## config.mk

```make
export PLATFORM = sky130hd
export DESIGN_NAME = axi_grid_route_port
export DESIGN_NICKNAME = d
export VERILOG_FILES = /design/src/rtl/axi_grid_pkg.sv /design/src/rtl/axi_grid_flit_fifo.sv /design/src/rtl/axi_grid_route_port.sv
export SDC_FILE = /design/constraint.sdc
export NUM_CORES = 1
export LEC_CHECK = 0
export BUFFER_PORTS_ARGS = -buffer_cell sky130_fd_sc_hd__buf_2
export CORE_MARGIN = 2
export CORE_UTILIZATION = 55
export DETAILED_ROUTE_END_ITERATION = 8
export HOLD_SLACK_MARGIN = 0.05
export PLACE_DENSITY = 0.78
export SETUP_SLACK_MARGIN = 0.05
export SLEW_MARGIN = 10
export SYNTH_ARGS = -nofsm -noshare
export SYNTH_HDL_FRONTEND = slang
export SYNTH_SLANG_ARGS = --single-unit
```

## constraint.sdc

```tcl
create_clock -name clk_i -period 7.2 [get_ports clk_i]
set_clock_uncertainty 0.15 [all_clocks]
set_input_delay 0.72 -clock clk_i [delete_from_list [all_inputs] [get_ports clk_i]]
set_output_delay 0.72 -clock clk_i [all_outputs]
set_load 0.02 [all_outputs]
```

## src/rtl/axi_grid_pkg.sv

```systemverilog
// Shared types for the AXI grid router input port: port enum, flit entry, FSM state
// and the dimension-ordered route function.
package axi_grid_pkg;

    localparam int unsigned NUM_GRID_PORTS = 5;
    localparam int unsigned GRID_FLIT_W    = 64;
    localparam int unsigned GRID_COORD_W   = 8;

    typedef enum logic [2:0] {
        LOCAL = 3'd0,
        NORTH = 3'd1,
        EAST  = 3'd2,
        SOUTH = 3'd3,
        WEST  = 3'd4
    } grid_port_e;

    typedef enum logic {
        ST_IDLE   = 1'b0,
        ST_LOCKED = 1'b1
    } route_state_e;

    typedef struct packed {
        logic                   last;
        logic [GRID_FLIT_W-1:0] payload;
    } grid_flit_t;

    // X first, then Y; unsigned comparison, destinations assumed legal
    function automatic grid_port_e xy_route(input logic [GRID_COORD_W-1:0] dst_x,
                                            input logic [GRID_COORD_W-1:0] dst_y,
                                            input logic [GRID_COORD_W-1:0] my_x,
                                            input logic [GRID_COORD_W-1:0] my_y);
        grid_port_e port;
        if (dst_x > my_x)      port = EAST;
        else if (dst_x < my_x) port = WEST;
        else if (dst_y > my_y) port = NORTH;
        else if (dst_y < my_y) port = SOUTH;
        else                   port = LOCAL;
        return port;
    endfunction

endpackage

```

## src/rtl/axi_grid_flit_fifo.sv

```systemverilog
// DEPTH-entry registered flit FIFO (no bypass) with valid/ready on both sides.
module axi_grid_flit_fifo
    import axi_grid_pkg::*;
#(
    parameter int unsigned DEPTH = 4
) (
    input  logic                         clk_i,
    input  logic                         arst_ni,
    input  grid_flit_t                   wr_data_i,
    input  logic                         wr_valid_i,
    output logic                         wr_ready_o,
    output grid_flit_t                   rd_data_o,
    output logic                         rd_valid_o,
    input  logic                         rd_ready_i,
    output logic [$clog2(DEPTH+1)-1:0]   occupancy_o
);

    localparam int unsigned PTR_W = $clog2(DEPTH);
    localparam int unsigned OCC_W = $clog2(DEPTH + 1);

    grid_flit_t             mem_q [DEPTH];
    logic [PTR_W-1:0]       wr_ptr_q, wr_ptr_d;
    logic [PTR_W-1:0]       rd_ptr_q, rd_ptr_d;
    logic [OCC_W-1:0]       count_q,  count_d;
    logic                   push, pop;

    // Full refuses a push even when a pop happens in the same cycle
    assign wr_ready_o  = arst_ni && (count_q != OCC_W'(DEPTH));
    assign rd_valid_o  = (count_q != OCC_W'(0));
    assign rd_data_o   = mem_q[rd_ptr_q];
    assign occupancy_o = count_q;

    assign push = wr_valid_i && wr_ready_o;
    assign pop  = rd_valid_o && rd_ready_i;

    always_comb begin
        wr_ptr_d = wr_ptr_q;
        rd_ptr_d = rd_ptr_q;
        count_d  = count_q;
        if (push) wr_ptr_d = wr_ptr_q + PTR_W'(1);
        if (pop)  rd_ptr_d = rd_ptr_q + PTR_W'(1);
        if (push && !pop)      count_d = count_q + OCC_W'(1);
        else if (pop && !push) count_d = count_q - OCC_W'(1);
    end

    always_ff @(posedge clk_i) begin
        if (!arst_ni) begin
            wr_ptr_q <= '0;
            rd_ptr_q <= '0;
            count_q  <= '0;
        end else begin
            wr_ptr_q <= wr_ptr_d;
            rd_ptr_q <= rd_ptr_d;
            count_q  <= count_d;
        end
    end

    // Storage needs no reset; contents are only observed behind a valid count
    always_ff @(posedge clk_i) begin
        if (push) mem_q[wr_ptr_q] <= wr_data_i;
    end

endmodule

```

## src/rtl/axi_grid_route_port.sv

```systemverilog
// Router input port: buffers XNI flits, routes X-then-Y from the head flit and holds
// the route (wormhole) until the tail leaves.
module axi_grid_route_port
    import axi_grid_pkg::*;
#(
    parameter int unsigned FLIT_W  = 64,
    parameter int unsigned COORD_W = 3,
    parameter int unsigned X_ID    = 0,
    parameter int unsigned Y_ID    = 0,
    parameter int unsigned DEPTH   = 4
) (
    input  logic                         clk_i,
    input  logic                         arst_ni,
    input  logic [FLIT_W-1:0]            in_flit_i,
    input  logic                         in_last_i,
    input  logic                         in_valid_i,
    output logic                         in_ready_o,
    output logic [FLIT_W-1:0]            out_flit_o,
    output logic                         out_last_o,
    output logic [NUM_GRID_PORTS-1:0]    out_valid_o,
    input  logic [NUM_GRID_PORTS-1:0]    out_ready_i,
    output logic [$clog2(DEPTH+1)-1:0]   occupancy_o
);

    grid_flit_t    wr_entry, rd_entry;
    logic          fifo_valid;
    logic          pop_c;
    grid_port_e    route_c, route_q, route_d;
    route_state_e  state_q, state_d;
    logic [GRID_COORD_W-1:0] dst_x, dst_y;

    assign wr_entry.last    = in_last_i;
    assign wr_entry.payload = GRID_FLIT_W'(in_flit_i);

    axi_grid_flit_fifo #(
        .DEPTH (DEPTH)
    ) u_fifo (
        .clk_i       (clk_i),
        .arst_ni     (arst_ni),
        .wr_data_i   (wr_entry),
        .wr_valid_i  (in_valid_i),
        .wr_ready_o  (in_ready_o),
        .rd_data_o   (rd_entry),
        .rd_valid_o  (fifo_valid),
        .rd_ready_i  (pop_c),
        .occupancy_o (occupancy_o)
    );

    assign out_flit_o = FLIT_W'(rd_entry.payload);
    assign out_last_o = rd_entry.last;

    assign dst_x = GRID_COORD_W'(out_flit_o[COORD_W-1:0]);
    assign dst_y = GRID_COORD_W'(out_flit_o[2*COORD_W-1:COORD_W]);

    // Coordinates are decoded only while the head flit sits at the FIFO output
    assign route_c = (state_q == ST_IDLE)
                   ? xy_route(dst_x, dst_y, GRID_COORD_W'(X_ID), GRID_COORD_W'(Y_ID))
                   : route_q;

    assign out_valid_o = (arst_ni && fifo_valid)
                       ? (NUM_GRID_PORTS'(1) << route_c)
                       : '0;

    assign pop_c = |(out_valid_o & out_ready_i);

    always_comb begin
        state_d = state_q;
        route_d = route_q;
        unique case (state_q)
            ST_IDLE: begin
                if (pop_c && !out_last_o) begin
                    state_d = ST_LOCKED;
                    route_d = route_c;
                end
            end
            ST_LOCKED: begin
                if (pop_c && out_last_o) state_d = ST_IDLE;
            end
            default: state_d = ST_IDLE;
        endcase
    end

    always_ff @(posedge clk_i) begin
        if (!arst_ni) begin
            state_q <= ST_IDLE;
            route_q <= LOCAL;
        end else begin
            state_q <= state_d;
            route_q <= route_d;
        end
    end

endmodule

```

==> results of run 1 <==
==> cell type report <==
class                      count  share of cell area
antenna                        2           0.0004180
clock buffer                  37             0.06311
clock inverter                15            0.009927
inverter                       6            0.001881
multi-input combinational    132              0.1647
sequential                   273              0.6744
tap                          229             0.02393
timing repair buffer         147             0.06165
==> worst paths after layout <==
check	endpoint	slack, ns	depth (start not counted)
max	u_fifo.occupancy_o[2]	3.01	12
min	u_fifo.mem_q[0][49]	0.26	1
max reg2reg	u_fifo.occupancy_o[2]	3.01	12
min reg2reg	flip-flop	0.31	1
==> state kept, by name, summed over array words and instances, names as in the netlist, named ones only <==
register,cells
u_fifo.rd_ptr_q,2
u_fifo.mem_q,260
route_q,3
u_fifo.occupancy_o,3
u_fifo.wr_ptr_q,2
==> power by group <==
| part | total [uW] | internal, uW | switching [uW] | leakage [uW] |
|---|---|---|---|---|
| registers | 1930 | 1850 | 82.6 | 0.00247 |
| clock network | 1350 | 806 | 543 | 0.000425 |
| logic | 754 | 329 | 425 | 0.00112 |
==> synth_stat cells (2+ instances only) <==
| cell | n | area (sq um) |
|---|---|---|
| inv_1 | 5 | 18.77 |
| dfxtp_1 | 13 | 260.3 |
| nand2_1 | 6 | 22.52 |
| ha_1 | 5 | 62.56 |
| buf_1 | 7 | 26.28 |
| mux4_2 | 64 | 1441 |
| and3_1 | 4 | 25.02 |
| nor2_1 | 8 | 30.03 |
| clkbuf_1 | 7 | 26.28 |
| buf_6 | 2 | 22.52 |
| xor2_1 | 2 | 17.52 |
| and2_1 | 5 | 31.28 |
| a21oi_1 | 3 | 15.01 |
| nand2b_1 | 2 | 12.51 |
| mux2i_1 | 3 | 30.03 |
| o21ai_0 | 2 | 10.01 |
| or3_1 | 2 | 12.51 |
| nor3_1 | 6 | 30.03 |
| edfxtp_1 | 260 | 7807 |
==> cells by family (layout without fill, tap and decap cells) <==
| family | count (synthesis) | count (layout) | share of synthesized area |
|---|---|---|---|
| and+or+nand+nor | 38 | 38 | 0.02016 |
| DFF | 273 | 273 | 0.7974 |
| adders and majority gates | 6 | 6 | 0.008162 |
| buffers and inverters | 22 | 205 | 0.009647 |
| other | 0 | 2 | 0 |
| muxes | 68 | 68 | 0.1480 |
| AOI/OAI and AO/OA | 17 | 17 | 0.01398 |
| xor gates and xnor gates | 3 | 3 | 0.002598 |
==> metal layers <==
metal,vias up,GRT usage
li1,2137,-
met1,2456,0.2471
met2,162,0.2998
met3,29,0.04336
met4,2,0.04789
met5,-,0
==> metrics by stage <==
stage | power [uW] | instances
after floorplan | 2486 | 427
after global placement | 2710 | 787
after detailed placement | 2734 | 787
after CTS | 4085 | 839
after global routing | 4194 | 839
final | 4036 | 841
==> placed cells by master (no fill, tap or decap), types with 2 or more instances in the layout <==
cell type,instances
nor2_1,8
nand2_1,6
o21ai_0,2
diode_2,2
bufinv_16,2
buf_2,146
clkbuf_1,8
nand2b_1,2
clkinv_2,2
edfxtp_1,260
clkbuf_16,29
dfxtp_1,11
or3_1,2
inv_1,5
nor3_1,6
mux4_2,64
xor2_1,2
clkinv_1,11
and3_4,4
mux2i_1,3
and2_1,5
ha_1,5
dfxtp_4,2
a21oi_1,3
==> worst max-delay path: cells and delay by family, from the launching register on <==
kind	cells	cell delay, ns
AND/OR/NAND/NOR	3	1.17
flip-flops	1	0.98
adder cells (fa/ha/maj)	2	0.55
AO/OA/AOI/OAI	3	0.53
multiplexers	1	0.43
XOR/XNOR	1	0.16
buffers and inverters	2	0.12
==> results.cfg, run 1 <==
[placement]
postPlaceCellArea_sq_um = 11090
pre_cts_ws_ns = 2.985
post-dp-hpwl_um = 10250
numPortBuffers = 146
place_congestion = 0.8849

[yosys]
syn-instance-count = 427
synth-async-reset-ratio = 0
synth_edf_count = 260
yosys_most_used_dff = edfxtp_1
syn_nets = 506
syn_area_sq_um = 10120
synth_cell_types = 40
yosys_warnings = 0
ys_ff_latch = 273
ys_seq_area_frac = 0.7974
syn_area_per_cell_sq_um = 23.69

[finish]
fin_nets = 667
drive_gt1_frac = 0.4246
syn2layout_area_growth_pct = 18.35
finish.utilization = 0.6643
regArea_sq_um = 8075
stdcell_area_sq_um = 11970
multi_input_area_sq_um = 1972
nFillCells = 1216

[flow_run]
cap_viol_max_count = 0

[worst_setup_path]
crit_type = reg -> reg
required_ns = 7.49
start_kind = flip-flop
worstPathArrival_ns = 4.48
worstSetupEndpointType = flip-flop
crit_slowest_cell = dfxtp_4
critical_path.max_fanout = 65
cp_cell_sequence = mux4_1, or4_4, a32oi_2, o21ai_2, or2_4, inv_1, ha_1, inv_1, fa_1, xor2_1, or3_1, a21oi_1
critPathMaxStageDelay_ns = 0.98
cp_common_cell = inv_1

[clocking]
ctsHoldBuffers = 0
cts_tree = yes
clock_latency_ns = 0.52
cts_buffers = 28
cts.sinks = 273
cts_setup_buffers = 0
clockRootBuffer = clkbuf_16
h-tree-depth = 1
ctsResizeCount = 0
cts_buffer_depth = 3
clkTransAtPathRegs_ns = 0.06

[grt]
overflow = 0
grt_pass1_vias = 4986
grt_pass1_wl_um = 27210
antenna_found_initial = 3
grt_use_total = 0.1808
grt_start_max_net_pins = 66

[route]
dr.pass1.iters = 4
met1_length_um = 7293
num_vias = 4786
vias_per_cell = 5.691
drc_errors = 0
routed_wirelength_um = 17640
ant_nets = 0
dr_wl_met3_um = 1116
routedWlPerCell_um = 20.97
routed.top_layer = met5
initialDrtViolationCount = 250
wl_met2_um = 8881

[floorplanning]
core_sq_um = 18020
ioPinCount = 147
die_h_um = 139.6
start_util = 0.5613
die_area_sq_um = 19500
rows = 49
chipWidth_um = 139.6

[sta]
tightestPinTransition_ns = 1.011
period_needed_ns = 4.188
worst_slack_ns = 3.012
fin_crit_sh = 0.5817
setup_viol = 0
whs_ns = 0.2590
rsz0062_at_grt = false
slew_headroom = 0.3261
report.final.slew_viol_count = 0
tns_ns = 0
finalHoldViolations = 0
fmax_mhz = 238.8

[power_and_ir_drop]
vdd_drop_max_uv = 246.2
p_leak_uw = 0.004013
powerDensity_nw_per_um2 = 337.1

[outcome]
status = finished clean

[min_path]
hold_path.class = in -> reg
min_from = in_flit_i[49]
No activity file was read; power rests on OpenSTA's default activity.
==> run 2, diff against run 1 <==
Settings changed: CORE_UTILIZATION 55 to 51, PLACE_DENSITY 0.78 to 0.76.
Clock period 7.2 ns to 3.7 ns, I/O delays scaled along.
==> results.cfg, run 2 (synthesized netlist as in run 1, its figures left out) <==
[worst_setup_path]
worstPathArrival_ns = 3.84
critPathMaxStageDelay_ns = 0.54
critical_path.max_fanout = 6
rrSetupSlack_ns = 0.16
worstSetupEndpointType = flip-flop
cp_common_cell = inv_1
crit_type = reg -> reg
start_kind = flip-flop
cp_cell_sequence = buf_4, mux4_2, or4_4, a32oi_2, o21ai_2, or2_4, inv_1, ha_2, inv_1, fa_2, xor2_1, or3_1, a21oi_2
crit_cells = 13
crit_slowest_cell = or4_4
required_ns = 4.00
r2r_cells = 13
cp.buffers_inverters = 3
crit_family = simple AND/OR/NAND/NOR gates

[sta]
fin_crit_sh = 0.9557
fmax_mhz = 282.8
setup_viol = 0
tns_ns = 0
period_needed_ns = 3.536
tightestPinTransition_ns = 0.6675
finalHoldViolations = 0
rsz0062_at_grt = false
slew_headroom = 0.5550
report.final.slew_viol_count = 0

[clocking]
clkTransAtPathRegs_ns = 0.06
cts_buffer_depth = 3
cts_buffers = 28
h-tree-depth = 1
clockRootBuffer = clkbuf_16
cts_tree = yes
cts.sinks = 273
clock_latency_ns = 0.52

[floorplanning]
rows = 51
core_sq_um = 19460
ioPinCount = 147
start_util = 0.5198
chipWidth_um = 144.8
die_area_sq_um = 20980
die_h_um = 144.8

[placement]
numPortBuffers = 146
place_congestion = 0.7854
post-dp-hpwl_um = 11300

[min_path]
hold_path.class = in -> reg
hold_path_depth = 5

[power_and_ir_drop]
powerDensity_nw_per_um2 = 642.7
p_leak_uw = 0.004439
vdd_drop_max_uv = 485.6
finalPower_uw = 8331

[route]
num_vias = 5107
drc_errors = 0
ant_nets = 0
routedWlPerCell_um = 21.20
routed_wirelength_um = 20310
initialDrtViolationCount = 317
dr.pass1.iters = 4
vias_per_cell = 5.331

[finish]
largest_register = u_fifo.mem_q
syn2layout_area_growth_pct = 28.12
nFillCells = 1258
num_antenna_cells = 0
final_common_cell = edfxtp_1
largest_reg_flops = 260
fin_nets = 750
layout_common_cells = edfxtp_1, buf_2, dlygate4sd3_1
drive_gt1_frac = 0.4141

[grt]
grt_pass1_wl_um = 31270
antenna_found_initial = 0
overflow = 0
grt_start_max_net_pins = 44
grt_use_total = 0.1988
grt_pass1_vias = 5668

[flow_run]
cap_viol_max_count = 0

[outcome]
status = finished clean
run 2: area by class of cell:
| type | count | area [sq um] | share of cell area |
|---|---|---|---|
| clock buffer | 33 | 719.4 | 0.05550 |
| clock inverter | 19 | 256.5 | 0.01979 |
| inverter | 6 | 22.52 | 0.001737 |
| multi-input combinational | 132 | 1981 | 0.1528 |
| sequential | 273 | 8075 | 0.6230 |
| tap | 265 | 331.6 | 0.02558 |
| timing repair buffer | 230 | 1577 | 0.1216 |
run 2: report_power, final:
group / internal [uW] / switching [uW] / total (uW)
Sequential: 3600 / 80.0 / 3680
Combinational: 746 / 962 / 1710
Clock: 1810 / 1140 / 2950
Total: 6150 / 2180 / 8330
run 2: repair_timing:
| item | CTS | global route |
|---|---|---|
| buffers inserted | 3 | 4 |
| cloned | 0 | 0 |
| hold buffers | 66 | 0 |
| endpoints found under the setup margin | 1 | 1 |
| resized for setup | 0 | 1 |
| hold endpoints to repair | 264 | 0 |
| pin swaps | 0 | 4 |
run 2: path summary, 6_finish.rpt:
path | startpoint | to
max | flip-flop | u_fifo.occupancy_o[2]
min reg2reg | route_q[2] | route_q[2]
min | out_ready_i[3] | route_q[2]
max reg2reg | flip-flop | u_fifo.occupancy_o[2]
run 2: tightest hold or removal path, stage by stage:
cell and delay [ns]:
buf_2 0.09, a32oi_2 0.05, o21ai_2 0.07, or2_4 0.13, a21oi_1 0.06
run 2: stage by stage:
step	instances	utilization	cell area, sq um	setup slack [ns]	hold slack, ns
2_1_floorplan	427	-	10120	0.06716	0.2800
6_report	958	0.6660	12960	0.1639	0.1420
5_1_grt	958	0.6660	12960	0.05283	0.1542
4_1_cts	954	0.6643	12930	0.09358	0.1308
3_5_place_dp	833	0.5790	11270	0.02417	0.3113
3_3_place_gp	833	0.5790	11270	0.1111	0.2978
run 2: per-layer routing:
layer / vias to the layer above / GRT usage / wire length (um)
met3: 31 / 0.04673 / 1316
li1: 2303 / - / -
met1: 2614 / 0.2456 / 7896
met4: 0 / 0.05008 / 420
met2: 159 / 0.3563 / 10680
met5: - / 0 / 0
==> run 3, diff against run 2 <==
Settings changed: CTS_CLUSTER_SIZE set to 10, SYNTH_HIERARCHICAL set to 1.
==> results.cfg, run 3 <==
[route]
dr.pass1.iters = 4
initialDrtViolationCount = 289
ant_nets = 0
drc_errors = 0
routedWlPerCell_um = 20.77
num_vias = 5168
routed_wirelength_um = 19960
vias_per_cell = 5.378

[power_and_ir_drop]
p_seq_frac = 0.507
p_leak_uw = 0.004389
clockPowerShare = 0.372
powerDensity_nw_per_um2 = 558.1
switching_share = 0.2306
vdd_drop_max_uv = 452.8
finalPower_uw = 7154
p_switching_uw = 1650
combPwrFrac = 0.121
internal_power_uw = 5504

[yosys]
syn_nets = 508
yosys-top-cells-area = edfxtp_1, mux4_2, dfxtp_1, buf_12, ha_1
synth_cell_types = 42
synth_edf_count = 260
synth_top_area_frac = 0.7616
syn_area_sq_um = 10250
synthTopCellsByCount = edfxtp_1, mux4_2, dfxtp_1
syn_area_per_cell_sq_um = 23.90
ys_ff_latch = 273
yosys_warnings = 6
synth-async-reset-ratio = 0
yosysTopAreaCell = edfxtp_1
ys_seq_area_frac = 0.7870
yosys_most_used_dff = edfxtp_1
syn-instance-count = 429
post-synth-top-count-cell = edfxtp_1

[floorplanning]
rows = 51
start_util = 0.5233
ioPinCount = 147
chipWidth_um = 145.8
core_sq_um = 19590
die_area_sq_um = 21250
die_h_um = 145.8

[finish]
drive_gt1_frac = 0.3966
finalNonFillerCells = 961
largest_register = u_fifo/mem_q
final_common_cell = edfxtp_1
fin_nets = 750
layout_common_cells = edfxtp_1, buf_2, dlygate4sd3_1
syn2layout_area_growth_pct = 25.06
num_antenna_cells = 0
largest_reg_flops = 260

[sta]
setup_viol = 0
rsz0062_at_grt = false
worst_slack_ns = 0.2000
report.final.slew_viol_count = 0
fin_crit_sh = 0.9459
whs_ns = 0.1255
period_needed_ns = 3.500
slew_headroom = 0.2795
tightestPinTransition_ns = 1.081
fmax_mhz = 285.7
tns_ns = 0
finalHoldViolations = 0

[worst_setup_path]
crit_cells = 13
worstPathArrival_ns = 3.83
critical_path.max_fanout = 6
worstSetupEndpointType = flip-flop
crit_slowest_cell = mux4_2
start_kind = flip-flop
crit_family = simple AND/OR/NAND/NOR gates
timing.rr.end = u_fifo/occupancy_o[2]
r2r_cells = 13
critPathMaxStageDelay_ns = 0.54
cp.buffers_inverters = 2
crit_type = reg -> reg
required_ns = 4.03
cp_cell_sequence = mux4_2, or4_4, o22a_1, o32ai_4, nor2_1, inv_1, o31ai_2, ha_2, inv_2, fa_2, xor2_1, or3_1, a21boi_1
rrSetupSlack_ns = 0.20

[placement]
place_congestion = 0.8543
pre_cts_ws_ns = 0.08667
numPortBuffers = 146
post-dp-hpwl_um = 10950
dp.cells = 830

[grt]
grt_start_max_net_pins = 66
grt_pass1_vias = 5704
overflow = 0
antenna_found_initial = 0
grt_use_total = 0.1916
grt_pass1_wl_um = 31670

[clocking]
cts.sinks = 273
cts_buffers = 31
h-tree-depth = 1
clkTransAtPathRegs_ns = 0.06
cts_tree = yes
clockRootBuffer = clkbuf_16
cts_buffer_depth = 3
clock_latency_ns = 0.54

[flow_run]
cap_viol_max_count = 0

[outcome]
status = finished clean

[min_path]
hold_path.class = in -> reg
hold_end = u_fifo/wr_ptr_q[0]
min_from = in_valid_i
hold_path_depth = 4
run 3: cell count changes after synthesis, moves of 4 or more:
cell | before | now
clkbuf_1 | 7 | 1
nor3_1 | 6 | 2
buf_2 | 0 | 7
buf_12 | 0 | 5
buf_1 | 7 | 0
run 3: how the worst max path moves through the flow:
| stage | from | end | slack, ns |
|---|---|---|---|
| global route | flip-flop | u_fifo/occupancy_o[2] | 0.02 |
| global placement | flip-flop | u_fifo/occupancy_o[2] | 0.23 |
| detailed placement | flip-flop | u_fifo/occupancy_o[2] | 0.09 |
| CTS | flip-flop | u_fifo/occupancy_o[2] | 0.06 |
| finish | flip-flop | u_fifo/occupancy_o[2] | 0.20 |
| floorplan | flip-flop | u_fifo/occupancy_o[2] | 0.12 |
run 3: what timing repair did:
| action | 4_1_cts | 5_1_grt |
|---|---|---|
| setup endpoints to repair | 0 | 2 |
| buffers inserted | 0 | 7 |
| gates resized for setup | 0 | 5 |
| endpoints found under the hold margin | 261 | 0 |
| hold buffers | 66 | 0 |
run 3: per-stage QoR:
step | cell area (sq um) | utilization
after floorplan | 10250 | -
after global placement | 11210 | 0.5723
after detailed placement | 11210 | 0.5723
after CTS | 12760 | 0.6512
after global routing | 12820 | 0.6544
final | 12820 | 0.6544
run 3: power by group through the flow:
| stage | Sequential [uW] | Combinational, uW | Clock [uW] |
|---|---|---|---|
| 2_1_floorplan | 3680 | 546 | 0 |
| 3_3_place_gp | 3680 | 774 | 0 |
| 3_5_place_dp | 3690 | 795 | 0 |
| 4_1_cts | 3630 | 856 | 2730 |
| 5_1_grt | 3640 | 930 | 2860 |
| 6_report | 3630 | 864 | 2660 |
run 3: metal layers:
metal | vias up | part of all wire | GRT usage
li1 | 2290 | - | -
met1 | 2655 | 0.38 | 0.2325
met3 | 44 | 0.057 | 0.03605
met4 | 0 | 0.028 | 0.06078
met5 | - | 0 | 0
met2 | 179 | 0.53 | 0.3481
run 3: final cells by class:
type,instances,area [sq um]
flip-flops and latches,273,8075
fillers,1288,6770
multi-input cells,133,2016
repair buffers,224,1481
clock buffers,56,869.6
well taps,265,331.6
inverters,8,30.03
clock inverters,2,16.27
run 3: kinds of logic (layout without fill, tap and decap cells):
family | count (synthesis) | count (layout) | synth area share
flip-flops | 273 | 273 | 0.7870
multiplexers | 71 | 71 | 0.1488
AND/OR/NAND/NOR | 37 | 37 | 0.02002
buffers and inverters | 23 | 290 | 0.01831
AO/OA/AOI/OAI | 15 | 15 | 0.01440
adder cells (fa/ha/maj) | 6 | 6 | 0.008056
XOR/XNOR | 4 | 4 | 0.003418
run 3: worst reg2reg max path: stages, from the launching register on:
cell	delay [ns]
dfxtp_4	0.40
mux4_2	0.54
or4_4	0.54
o22a_1	0.28
o32ai_4	0.34
nor2_1	0.07
inv_1	0.09
o31ai_2	0.09
ha_2	0.20
inv_2	0.06
fa_2	0.19
xor2_1	0.07
or3_1	0.31
a21boi_1	0.12
